File: src/rtl/seven_segment_capture.sv
`timescale 1ns/1ps
`default_nettype none
// ============================================================================
// Module   : seven_segment_capture
// Purpose  : Rebuilds the four BCD digits shown on a multiplexed, active-low
//            7-segment display by watching its segment and anode lines.
// Revision : 1.0 - initial release
// ============================================================================
module seven_segment_capture #(
  parameter int SETTLE_CYCLES  = 16,
  parameter int TIMEOUT_CYCLES = 1048576
) (
  input  logic        clk,
  input  logic        rst,
  input  logic [6:0]  seg_in,
  input  logic [3:0]  an_in,
  output logic [15:0] digits_out,
  output logic [3:0]  digit_valid,
  output logic        frame_valid,
  output logic        decode_err,
  output logic        an_err
);

  localparam logic [1:0]  c_IDLE     = 2'd0;
  localparam logic [1:0]  c_SETTLE   = 2'd1;
  localparam logic [1:0]  c_HOLD     = 2'd2;
  localparam logic [7:0]  c_SETTLE_N = 8'(SETTLE_CYCLES);
  localparam logic [23:0] c_TMO_LAST = 24'(TIMEOUT_CYCLES - 1);
  localparam logic [23:0] c_IDLE_MAX = 24'hFF_FFFF;

  logic [6:0]  r_seg_s1, r_seg_s2;
  logic [3:0]  r_an_s1, r_an_s2;
  logic [10:0] r_prev;
  logic [1:0]  r_state;
  logic [7:0]  r_settle_cnt;
  logic [23:0] r_idle_cnt;
  logic [3:0]  r_mask;

  logic [10:0] w_cur;
  logic        w_change;
  logic        w_sample;
  logic        w_onehot;
  logic        w_multi;
  logic [1:0]  w_idx;
  logic [3:0]  w_sel;
  logic [3:0]  w_mask_next;
  logic [3:0]  w_nib;
  logic        w_bad;

  // Synchronizers idle at all-ones so reset looks like a dark display
  always_ff @(posedge clk or posedge rst) begin
    if (rst) begin
      r_seg_s1 <= 7'h7F;
      r_seg_s2 <= 7'h7F;
      r_an_s1  <= 4'hF;
      r_an_s2  <= 4'hF;
      r_prev   <= 11'h7FF;
    end else begin
      r_seg_s1 <= seg_in;
      r_seg_s2 <= r_seg_s1;
      r_an_s1  <= an_in;
      r_an_s2  <= r_an_s1;
      r_prev   <= w_cur;
    end
  end

  assign w_cur    = {r_an_s2, r_seg_s2};
  assign w_change = (w_cur != r_prev);
  assign w_sample = (r_state == c_SETTLE) && !w_change && (r_settle_cnt == c_SETTLE_N);

  always_comb begin
    w_onehot = 1'b1;
    w_idx    = 2'd0;
    case (r_an_s2)
      4'b1110: w_idx = 2'd0;
      4'b1101: w_idx = 2'd1;
      4'b1011: w_idx = 2'd2;
      4'b0111: w_idx = 2'd3;
      default: w_onehot = 1'b0;
    endcase
  end

  assign w_multi     = !w_onehot && (r_an_s2 != 4'hF);
  assign w_sel       = w_onehot ? ~r_an_s2 : 4'h0;
  assign w_mask_next = r_mask | w_sel;

  always_comb begin
    w_bad = 1'b0;
    w_nib = 4'hE;
    case (r_seg_s2)
      7'h40: w_nib = 4'h0;
      7'h79: w_nib = 4'h1;
      7'h24: w_nib = 4'h2;
      7'h30: w_nib = 4'h3;
      7'h19: w_nib = 4'h4;
      7'h12: w_nib = 4'h5;
      7'h02: w_nib = 4'h6;
      7'h78: w_nib = 4'h7;
      7'h00: w_nib = 4'h8;
      7'h10: w_nib = 4'h9;
      7'h7F: w_nib = 4'hF;
      default: w_bad = 1'b1;
    endcase
  end

  always_ff @(posedge clk or posedge rst) begin
    if (rst) begin
      r_state      <= c_IDLE;
      r_settle_cnt <= 8'd0;
    end else begin
      case (r_state)
        c_IDLE: begin
          if (r_an_s2 != 4'hF) begin
            r_state      <= c_SETTLE;
            r_settle_cnt <= 8'd1;
          end
        end
        c_SETTLE: begin
          if (w_change) begin
            r_state      <= (r_an_s2 == 4'hF) ? c_IDLE : c_SETTLE;
            r_settle_cnt <= 8'd1;
          end else if (r_settle_cnt == c_SETTLE_N) begin
            r_state <= c_HOLD;
          end else begin
            r_settle_cnt <= r_settle_cnt + 8'd1;
          end
        end
        c_HOLD: begin
          if (w_change) begin
            r_state      <= (r_an_s2 == 4'hF) ? c_IDLE : c_SETTLE;
            r_settle_cnt <= 8'd1;
          end
        end
        default: begin
          r_state      <= c_IDLE;
          r_settle_cnt <= 8'd0;
        end
      endcase
    end
  end

  // A one-hot sample overrides a timeout landing in the same cycle
  always_ff @(posedge clk or posedge rst) begin
    if (rst) begin
      digits_out  <= 16'hFFFF;
      digit_valid <= 4'h0;
      frame_valid <= 1'b0;
      decode_err  <= 1'b0;
      an_err      <= 1'b0;
      r_idle_cnt  <= 24'd0;
      r_mask      <= 4'h0;
    end else begin
      frame_valid <= 1'b0;
      decode_err  <= 1'b0;
      an_err      <= 1'b0;
      if (r_idle_cnt != c_IDLE_MAX) begin
        r_idle_cnt <= r_idle_cnt + 24'd1;
      end
      if (r_idle_cnt == c_TMO_LAST) begin
        digit_valid <= 4'h0;
        r_mask      <= 4'h0;
      end
      if (w_sample && w_onehot) begin
        digits_out[{w_idx, 2'b00} +: 4] <= w_nib;
        digit_valid <= digit_valid | w_sel;
        decode_err  <= w_bad;
        r_idle_cnt  <= 24'd0;
        if (w_mask_next == 4'hF) begin
          frame_valid <= 1'b1;
          r_mask      <= 4'h0;
        end else begin
          r_mask      <= w_mask_next;
        end
      end else if (w_sample && w_multi) begin
        an_err <= 1'b1;
      end
    end
  end

endmodule
`default_nettype wire

File: config.mk
export PLATFORM = sky130hd
export DESIGN_NAME = seven_segment_capture
export DESIGN_NICKNAME = d
export VERILOG_FILES = /design/src/rtl/seven_segment_capture.sv
export SDC_FILE = /design/constraint.sdc
export NUM_CORES = 1
export LEC_CHECK = 0
export BUFFER_PORTS_ARGS = -buffer_cell sky130_fd_sc_hd__buf_4
export CAP_MARGIN = 10
export CORE_ASPECT_RATIO = 0.7
export CORE_MARGIN = 3
export CORE_UTILIZATION = 47
export CTS_BUF_LIST = sky130_fd_sc_hd__clkbuf_16
export DETAILED_ROUTE_END_ITERATION = 10
export GPL_ROUTABILITY_DRIVEN = 0
export PLACE_DENSITY = 0.76
export RECOVER_POWER = 25
export SYNTH_ARGS = -nofsm -noshare
export SYNTH_HDL_FRONTEND = slang
export SYNTH_SLANG_ARGS = --single-unit
File: constraint.sdc
create_clock -name clk -period 7 [get_ports clk]
set_clock_uncertainty 0.05 [all_clocks]
set_input_delay 1.05 -clock clk [delete_from_list [all_inputs] [get_ports clk]]
set_output_delay 1.05 -clock clk [all_outputs]
set_load 0.03 [all_outputs]
After elaboration in Yosys (flattened, before gate mapping)
Index checks and enable logic that the tools add are counted.

Output and inout bits: 23. Input bits: 13. Bits in latches: 0. RAM bits: 0. Flip-flop bits (word level): 94. Bits in read-only memories: 0. Memories kept: 0.

Div/mod/pow operators: 0. Reduce and logical (&&, ||, !) cells: 15. Multipliers: 0. Muxes and demuxes: 28. $add $sub $neg: 3. Shifts and indexed selects: 2. Bitwise gates (word level): 3. $lt $le $gt $ge: 0. Equality and inequality tests: 27.

Operators by type and width (number): 24-bit two-way mux (2); 4-bit one-hot mux with 11 select lines (1); 8-bit two-way mux (4); 7-bit == test (second input constant) (4); 24-bit by 1-bit adder with 24-bit output (second input constant) (1); 24-bit by 20-bit == test with 1-bit output (second input constant) (1); 24-bit != test (second input constant) (1); 8-bit one-hot mux with 3 select lines (1); 7-bit by 5-bit == test with 1-bit output (second input constant) (3); 4-bit == test (second input constant) (5); 4-bit two-way mux (5); 16-bit bitwise mux (1); 4-bit by 6-bit variable shift with 16-bit output (first input constant) (1); 4-bit by 6-bit indexed part select with 16-bit output (1); 7-bit by 6-bit == test with 1-bit output (second input constant) (2); 2-bit one-hot mux with 3 select lines (2); 11-bit != test (1); 11-bit OR reduction (1); 8-bit by 1-bit adder with 8-bit output (second input constant) (1); 8-bit by 5-bit == test with 1-bit output (second input constant) (1); 1-bit two-way mux (8); 2-bit two-way mux (4); 4-bit OR (2); 7-bit by 2-bit == test with 1-bit output (second input constant) (1); other kinds (16) (24).

Longest topological paths before layout
Gate-level depths: netlist of run 1.

Depth in word-level cells: 8. Mapped depth: 9. Depth with buffers taken out: 7.

Worst setup path before layout of run 1
No wires, ideal clock.

Path type: flip-flop to flip-flop. Start: reg r_an_s2[3]. End: reg digits_out[15]. Stages on the path, launching flop included: 7. Required time: 6.859 ns. Path slack: 4.753 ns. Path buffers: 0. Period minus slack after synthesis: 2.247 ns. Setup time: 0.091 ns. Arrival time: 2.107 ns. Cells stage by stage: dfstp_2 > and4b_1 > nor2_1 > ha_1 > or3_1 > or2_2 > o31ai_1.

Cells in the longest elaborated chain, start to end: 5.

Ends and longest elaborated chain: start: declaration (line 32) `logic [3:0] r_an_s1, r_an_s2;`; start signal: assignment (line 62) `r_an_s2 <= r_an_s1;`; 4-bit by 3-bit == test with 1-bit output, or another cell as far along (line 74) `case (r_an_s2)`; 2-bit one-hot mux with 3 select lines or 1-bit logical NOT (tied branches) (line 74, 69); 4-bit negation with 6-bit output or 1-bit logical AND (tied branches) (line 164, 69); 4-bit by 6-bit indexed part select with 16-bit output, or another cell as far along (line 164) `digits_out[{w_idx, 2'b00} +: 4] <= w_nib;`; 16-bit bitwise mux or 1-bit logical AND (tied branches) (line 164, 163); end signal: indexed assignment (line 164); end: declaration (line 17) `output logic [15:0] digits_out,`.

Parallel ways exist; a longest one is shown, timed or not. A chain may end at the register's enable or synchronous reset.

Final worst setup path of run 1
Start: reg r_seg_s2[6]. End: reg r_idle_cnt[12].

Cells in the longest elaborated chain, start to end: 6.

Ends and longest elaborated chain: start: declaration (line 31) `logic [6:0] r_seg_s1, r_seg_s2;`; start signal: assignment (line 60) `r_seg_s2 <= r_seg_s1;`; 11-bit != test (*) (line 68) `assign w_change = (w_cur != r_prev);`; 1-bit logical NOT (*) (line 69) `assign w_sample = (r_state == c_SETTLE) && !w_change && (r_settle_cnt == c_SETTLE_N);`; 1-bit logical AND (*) (2 in a row) (line 69); 1-bit logical AND (*) (line 163) `if (w_sample && w_onehot) begin`; 24-bit two-way mux or 2-bit nonzero test (tied branches); end signal: assignment (line 157) `r_idle_cnt <= r_idle_cnt + 24'd1;`; end: declaration (line 36) `logic [23:0] r_idle_cnt;`.

Mark *: on every way between the ends. The rest lies on a longest branch, timed or not.

==> out/summary.txt, run 1 <==
# setup viols final = 0
Worst setup SP type = flop
Min cycle time layout = 3250 ps
Max Clock Freq = 308 MHz
Main synth FF type = dfstp_2
First DRT Iteration DRCs = 318
Top Ports = 36
Sequential fraction of the synthesis area = 52.0%
Synthesized cell area = 0.00464 mm^2
Synth unique cells = 62
DIE AREA = 0.0111 mm^2
Slew @ Worst Pin = 1620 ps
RSZ-0062 raised after global routing = false
Hold Violations, Final = 0
Core Rows = 29
Post-synth ARST share = 100%
Most frequent cells in the layout = dfrtp_1, dfstp_2, nor2_1
Synth warn = 0
Mapped Nets = 455
CTS sink count = 94
Worst Path Max Fanout = 23
First-pass GRT wire length = 16.5 mm
Area delta synth->final = 13.7%
Die X = 125 um
Via count = 3461
Grt met2 use = 25.9%
FILL cells = 770
Mean post-synth cell area = 10.7 um^2
Hold WC Path Type = flop to flop
Wire per inst = 16.6 um
Share of post-route cells with drive strength above 1 = 25.9%
Initial Util = 49.8%
VDD IR max = 0.000168 V
Layout net count = 486
TritonCTS Buffers = 9
Setup TNS = 0 ps
Vias in the first global route = 3186
Slew Limit Fails = 39
Flop2flop setup slack = 3750 ps
Final wirelength = 9.89 mm
H-tree Lvls = 3
Post-CTS Hold Buffers = 0
DRC violations left = 0
EDFF count, synth = 0
Clock buffer depth = 2
Seq cells post-synth = 94
Hold WS = 309 ps
FF/Latch Area = 0.00241 mm^2
Port-buffer cells = 35
Antenna Nets Post-Route = 0
TritonCTS clock tree = done
PD cells = 208 mW/mm^2
Initial antenna violation count = 0
GRT overflow = 0
Clock-pin slew on the worst setup and hold paths = 70 ps
Dpl hpwl = 6.75 mm
Core ar. = 0.00933 mm^2
Largest net degree at the start of global routing = 58
Worst-Skew Late Latency = 350 ps
Critical path's slowest cell = or4_1
WP data arrival = 3390 ps
CP peak stage delay = 910 ps
Synth Instances = 435
Vias per std cell = 5.82
Critical Path End Type = flop
Final worst path period share = 46.5%
Initial DRT Pass Iterations = 5
Post-CTS Setup Bufs = 0
Leading area contributor after synthesis = dfstp_2
Rel. slew slack = -8.53%
Post-cts repair resize count = 0
Met3 Usage GRT = 4.90%
Gr busiest metal = met1
Violated checks = capacitance limit, slew limit
Critical path type = flop to flop
CP delay by family, top = simple AND/OR/NAND/NOR gates
Top cell type's share of synthesized area = 27.7%
Commonest non-fill, non-tap cell in the layout = dfrtp_1
Required @ worst endpoint = 7140 ps
Synth top area cells = dfstp_2, dfrtp_1, xnor2_1, nand3_1, nor2_1
LEAKAGE = 2.12 nW
Die height = 89.1 um
Max_cap viols = 1
Met1 global-route usage = 28.2%
Multi-input gate area = 0.00206 mm^2
Diodes inserted = 0
Buffers & Inverters on Critical Path = 0
CP cell instances = xnor2_1 > nand4_2 > or4_1 > nor2_2 > nor2_1
GRT Total Usage = 18.7%
Root Buffer = clkbuf_16
Status = finished with violations
## per-stage QoR
step | total power [mW] | setup WS, ps | instance area [um^2] | std cells | util, %
floorplan | 0.619 | 3530 | 4640 | 435 | -
CTS | 1.11 | 3850 | 5270 | 594 | 56.5
detailed placement | 0.636 | 3880 | 4980 | 578 | 53.4
global placement | 0.634 | 3970 | 4980 | 578 | 53.4
finish | 1.10 | 3750 | 5280 | 595 | 56.6
global route | 1.14 | 3500 | 5280 | 595 | 56.6
## cell usage after synthesis, types with 5 or more instances
cell / count
xor2_1: 5
o31ai_1: 13
inv_1: 15
nor3_1: 15
a21oi_1: 22
and3_1: 5
a211oi_1: 6
xnor2_1: 20
or4_1: 8
dfrtp_1: 45
and4b_1: 5
ha_1: 7
nand4_1: 6
nand2_1: 30
buf_2: 9
dfstp_2: 49
clkbuf_1: 5
o21ai_0: 11
mux2_2: 9
or3_1: 5
nor4_1: 11
nand3_1: 25
nor2_1: 32
## layout make-up
class / instances / share of cell area, %
Clock inverter: 6 / 0.830
Sequential cell: 94 / 45.7
Timing Repair Buffer: 40 / 5.64
Inverter: 15 / 1.09
Multi-Input combinational cell: 306 / 39.0
Clock buffer: 10 / 4.74
Tap cell: 124 / 2.94
## kinds of logic after synthesis
group                    Yosys count  synth area share (%)
adder cells (fa/ha/maj)            8                  2.10
AO/OA/AOI/OAI                     85                  12.3
AND/OR/NAND/NOR                  174                  21.4
XOR/XNOR                          28                  5.77
multiplexers                      11                  2.61
flip-flops                        94                  52.0
buffers and inverters             35                  3.80
## worst paths after layout
path / to / depth (start not counted) / startpoint
max in group asynchronous: r_mask[3] / 3 / rst
setup reg to reg: r_idle_cnt[12] / 5 / r_seg_s2[6]
setup / recovery: r_idle_cnt[12] / 5 / r_seg_s2[6]
min in group asynchronous: digit_valid[1] / 2 / rst
hold / removal: r_seg_s2[4] / 0 / r_seg_s1[4]
hold reg to reg: r_seg_s2[4] / 0 / r_seg_s1[4]
## per-layer routing
layer  share of wire [%]  wire length (um)
met4                 1.2               120
met2                  42              4190
met1                  51              5070
met5                   0                 0
met3                 5.1               507
## where the power goes
| part | total [mW] | internal, mW | switching, mW | leakage [nW] |
|---|---|---|---|---|
| clock network | 0.473 | 0.263 | 0.210 | 0.149 |
| registers | 0.573 | 0.561 | 0.0129 | 1.11 |
| logic | 0.0519 | 0.0188 | 0.0331 | 0.859 |
## state kept, by name (all words and copies together) (netlist names), 2 cells and up
signal and count:
r_state 2, r_seg_s2 7, digits_out 16, r_idle_cnt 24
r_settle_cnt 8, digit_valid 4, r_an_s1 4, r_prev 11
r_mask 4, r_an_s2 4, r_seg_s1 7
Power figures use the tool's default switching activity.
==> inputs of run 2 (changes only) <==
ABC_AREA = 1   (was unset)
clock period = 3.25 ns   (was 7 ns; I/O delays follow)
==> run 2 against run 1 <==
The run now ends clean. Combinational power is 110% higher. Utilization is 0.84 points higher. Sequential share of layout area is 0.84 points lower. First-iteration DRC count is 0.63% lower. Routed wire length is 0.64% lower. Die area is 0.41% higher. Fmax is 30% higher. Clock power is 130% higher. Area after synthesis is 0.43% higher. Largest power group unchanged.
==> out/summary.txt, run 2 <==
Status = finished clean
Initial DRT Pass Iterations = 7
Critical Path End Type = flop
Largest Register = r_idle_cnt
Worst Reg-to-Reg Cells = 10
Die height = 89.3 um
CP Capture Point = digits_out[8]
Min cycle time layout = 2490 ps
Diodes inserted = 0
Int Pwr = 1.85 mW
Port-buffer cells = 35
Area delta synth->final = 15.3%
Top cell type's share of synthesized area = 27.6%
Worst Path Max Fanout = 27
Max reg flops = 24
Final Power = 2.41 mW
Root Buffer = clkbuf_16
Synthesized cell area = 0.00466 mm^2
VDD IR max = 0.000234 V
RSZ-0062 raised after global routing = false
Leading area contributor after synthesis = dfstp_2
CTS sink count = 94
Vias in the first global route = 3447
Core Rows = 29
Post-synth ARST share = 100%
Slew @ Worst Pin = 1180 ps
Dpl hpwl = 7.18 mm
Clock-pin slew on the worst setup and hold paths = 70 ps
Main synth FF type = dfstp_2
First DRT Iteration DRCs = 316
Wire per inst = 13.5 um
CP cell instances = xnor2_1 > nand2_1 > nor2_1 > nand2_1 > nor2_4 > nand4_4 > inv_2 > nand2_1 > nand2_1 > nand2_1
Via count = 3747
EDFF count, synth = 0
Synth warn = 0
Post-cts repair resize count = 0
Setup TNS = 0 ps
Top Ports = 36
Worst-Skew Late Latency = 350 ps
Hold Violations, Final = 0
Clk pwr share = 44.6%
Mapped Nets = 575
Top cells by count, synth = nand2_1, inv_1, nor2_1, dfstp_2, dfrtp_1
Worst setup SP type = flop
PD cells = 448 mW/mm^2
Switching pwr = 0.558 mW
DIE AREA = 0.0112 mm^2
Crit. path cell count = 10
Placed inst area = 0.00507 mm^2
TritonCTS Buffers = 9
Post-Layout Inst Area = 0.00538 mm^2
Clock buffer depth = 2
Vias per std cell = 5.15
Critical path's slowest cell = dfstp_2
Hold WC Path Type = input pin to flop
Share of post-route cells with drive strength above 1 = 20.5%
Post-CTS Hold Buffers = 0
Gate power share = 4.4%
Most used cell, CP = nand2_1
Sequential fraction of the synthesis area = 51.8%
Initial Util = 49.8%
Most frequent cells in the layout = nand2_1, inv_1, nor2_1
Buffers & Inverters on Critical Path = 1
Sequential power share = 50.9%
GRT overflow = 0
Final wirelength = 9.82 mm
Final worst path period share = 76.7%
R2R Path Start = r_seg_s2[0]
First-pass GRT wire length = 16.5 mm
Initial antenna violation count = 0
Worst setup startpoint = r_seg_s2[0]
Slew Limit Fails = 0
Flop2flop setup slack = 760 ps
H-tree Lvls = 3
Post-CTS Setup Bufs = 0
Largest net degree at the start of global routing = 34
WP data arrival = 2730 ps
Max_cap viols = 0
Max Clock Freq = 401 MHz
Mean post-synth cell area = 8.40 um^2
LEAKAGE = 2.63 nW
Antenna Nets Post-Route = 0
Required @ worst endpoint = 3490 ps
# setup viols final = 0
CP delay by family, top = simple AND/OR/NAND/NOR gates
Commonest non-fill, non-tap cell in the layout = nand2_1
Die X = 125 um
Core ar. = 0.00936 mm^2
Top Registers = r_idle_cnt x24, digits_out x16, r_prev x11
DRC violations left = 0
Top-count cell post-synth = nand2_1
Layout net count = 619
Synth Instances = 555
TritonCTS clock tree = done
Synth unique cells = 37
Worst reg2reg path endpoint = digits_out[8]
Rel. slew slack = 20.6%
Synth top area cells = dfstp_2, dfrtp_1, nand2_1, inv_1, nor2_1
GRT Total Usage = 18.5%
Critical path type = flop to flop
Sw Ratio = 23.2%
CP peak stage delay = 570 ps
Seq cells post-synth = 94
## run 2: cell types whose count changed in the layout (fill, tap and decap cells not counted), moves of 12 or more
cell / before / now
nand2_1: 30 / 158
inv_1: 15 / 61
nor2_1: 32 / 60
o21ai_0: 11 / 28
nand3_1: 25 / 39
o31ai_1: 13 / 0
nand4_1: 6 / 18
## run 2: routing by layer
| metal | vias to the layer above | track usage [%] | routed length [um] |
|---|---|---|---|
| li1 | 1862 | - | - |
| met1 | 1750 | 26.2 | 4820 |
| met2 | 124 | 28.5 | 4210 |
| met3 | 11 | 5.13 | 691 |
| met4 | 0 | 4.63 | 99 |
| met5 | - | 0 | 0 |
## run 2: per-stage QoR
| stage | setup slack, ps | hold WS (ps) | util [%] | instances |
|---|---|---|---|---|
| global route | 493 | 176 | 57.4 | 728 |
| global placement | 849 | 296 | 54.1 | 712 |
| finish | 757 | 189 | 57.4 | 728 |
| detailed placement | 720 | 297 | 54.1 | 712 |
| floorplan | 345 | 295 | - | 555 |
| CTS | 711 | 177 | 57.4 | 728 |
## run 2: cell type report
class / count / area [um^2]
multi-input cells: 391 / 1970
clock inverters: 7 / 81.3
fillers: 820 / 3990
well taps: 124 / 155
clock buffers: 9 / 225
flip-flops and latches: 94 / 2410
inverters: 66 / 249
repair buffers: 37 / 278
## run 2: cell families after synthesis
kind of cell / share of synthesized area, %
simple gates: 30.4
xor+xnor: 5.07
buf+inv: 5.90
flops: 51.8
fa+ha+maj: 1.88
compound gates: 4.94
## run 2: power by group through the flow
stage	sequential (mW)	clock [mW]	combinational [mW]
finish	1.23	1.07	0.107
global route	1.23	1.15	0.122
CTS	1.23	1.10	0.109
detailed placement	1.25	0	0.108
global placement	1.25	0	0.105
floorplan	1.24	0	0.0760
## run 2: worst min path at each step
stage	startpoint	end	cells after the start	slack, ps
finish	seg_in[2]	r_seg_s1[2]	1	190
global route	seg_in[6]	r_seg_s1[6]	1	180
CTS	seg_in[2]	r_seg_s1[2]	1	180
detailed placement	r_seg_s1[0]	r_seg_s2[0]	0	300
global placement	r_seg_s1[2]	r_seg_s2[2]	0	300
floorplan	r_an_s1[0]	r_an_s2[0]	0	300
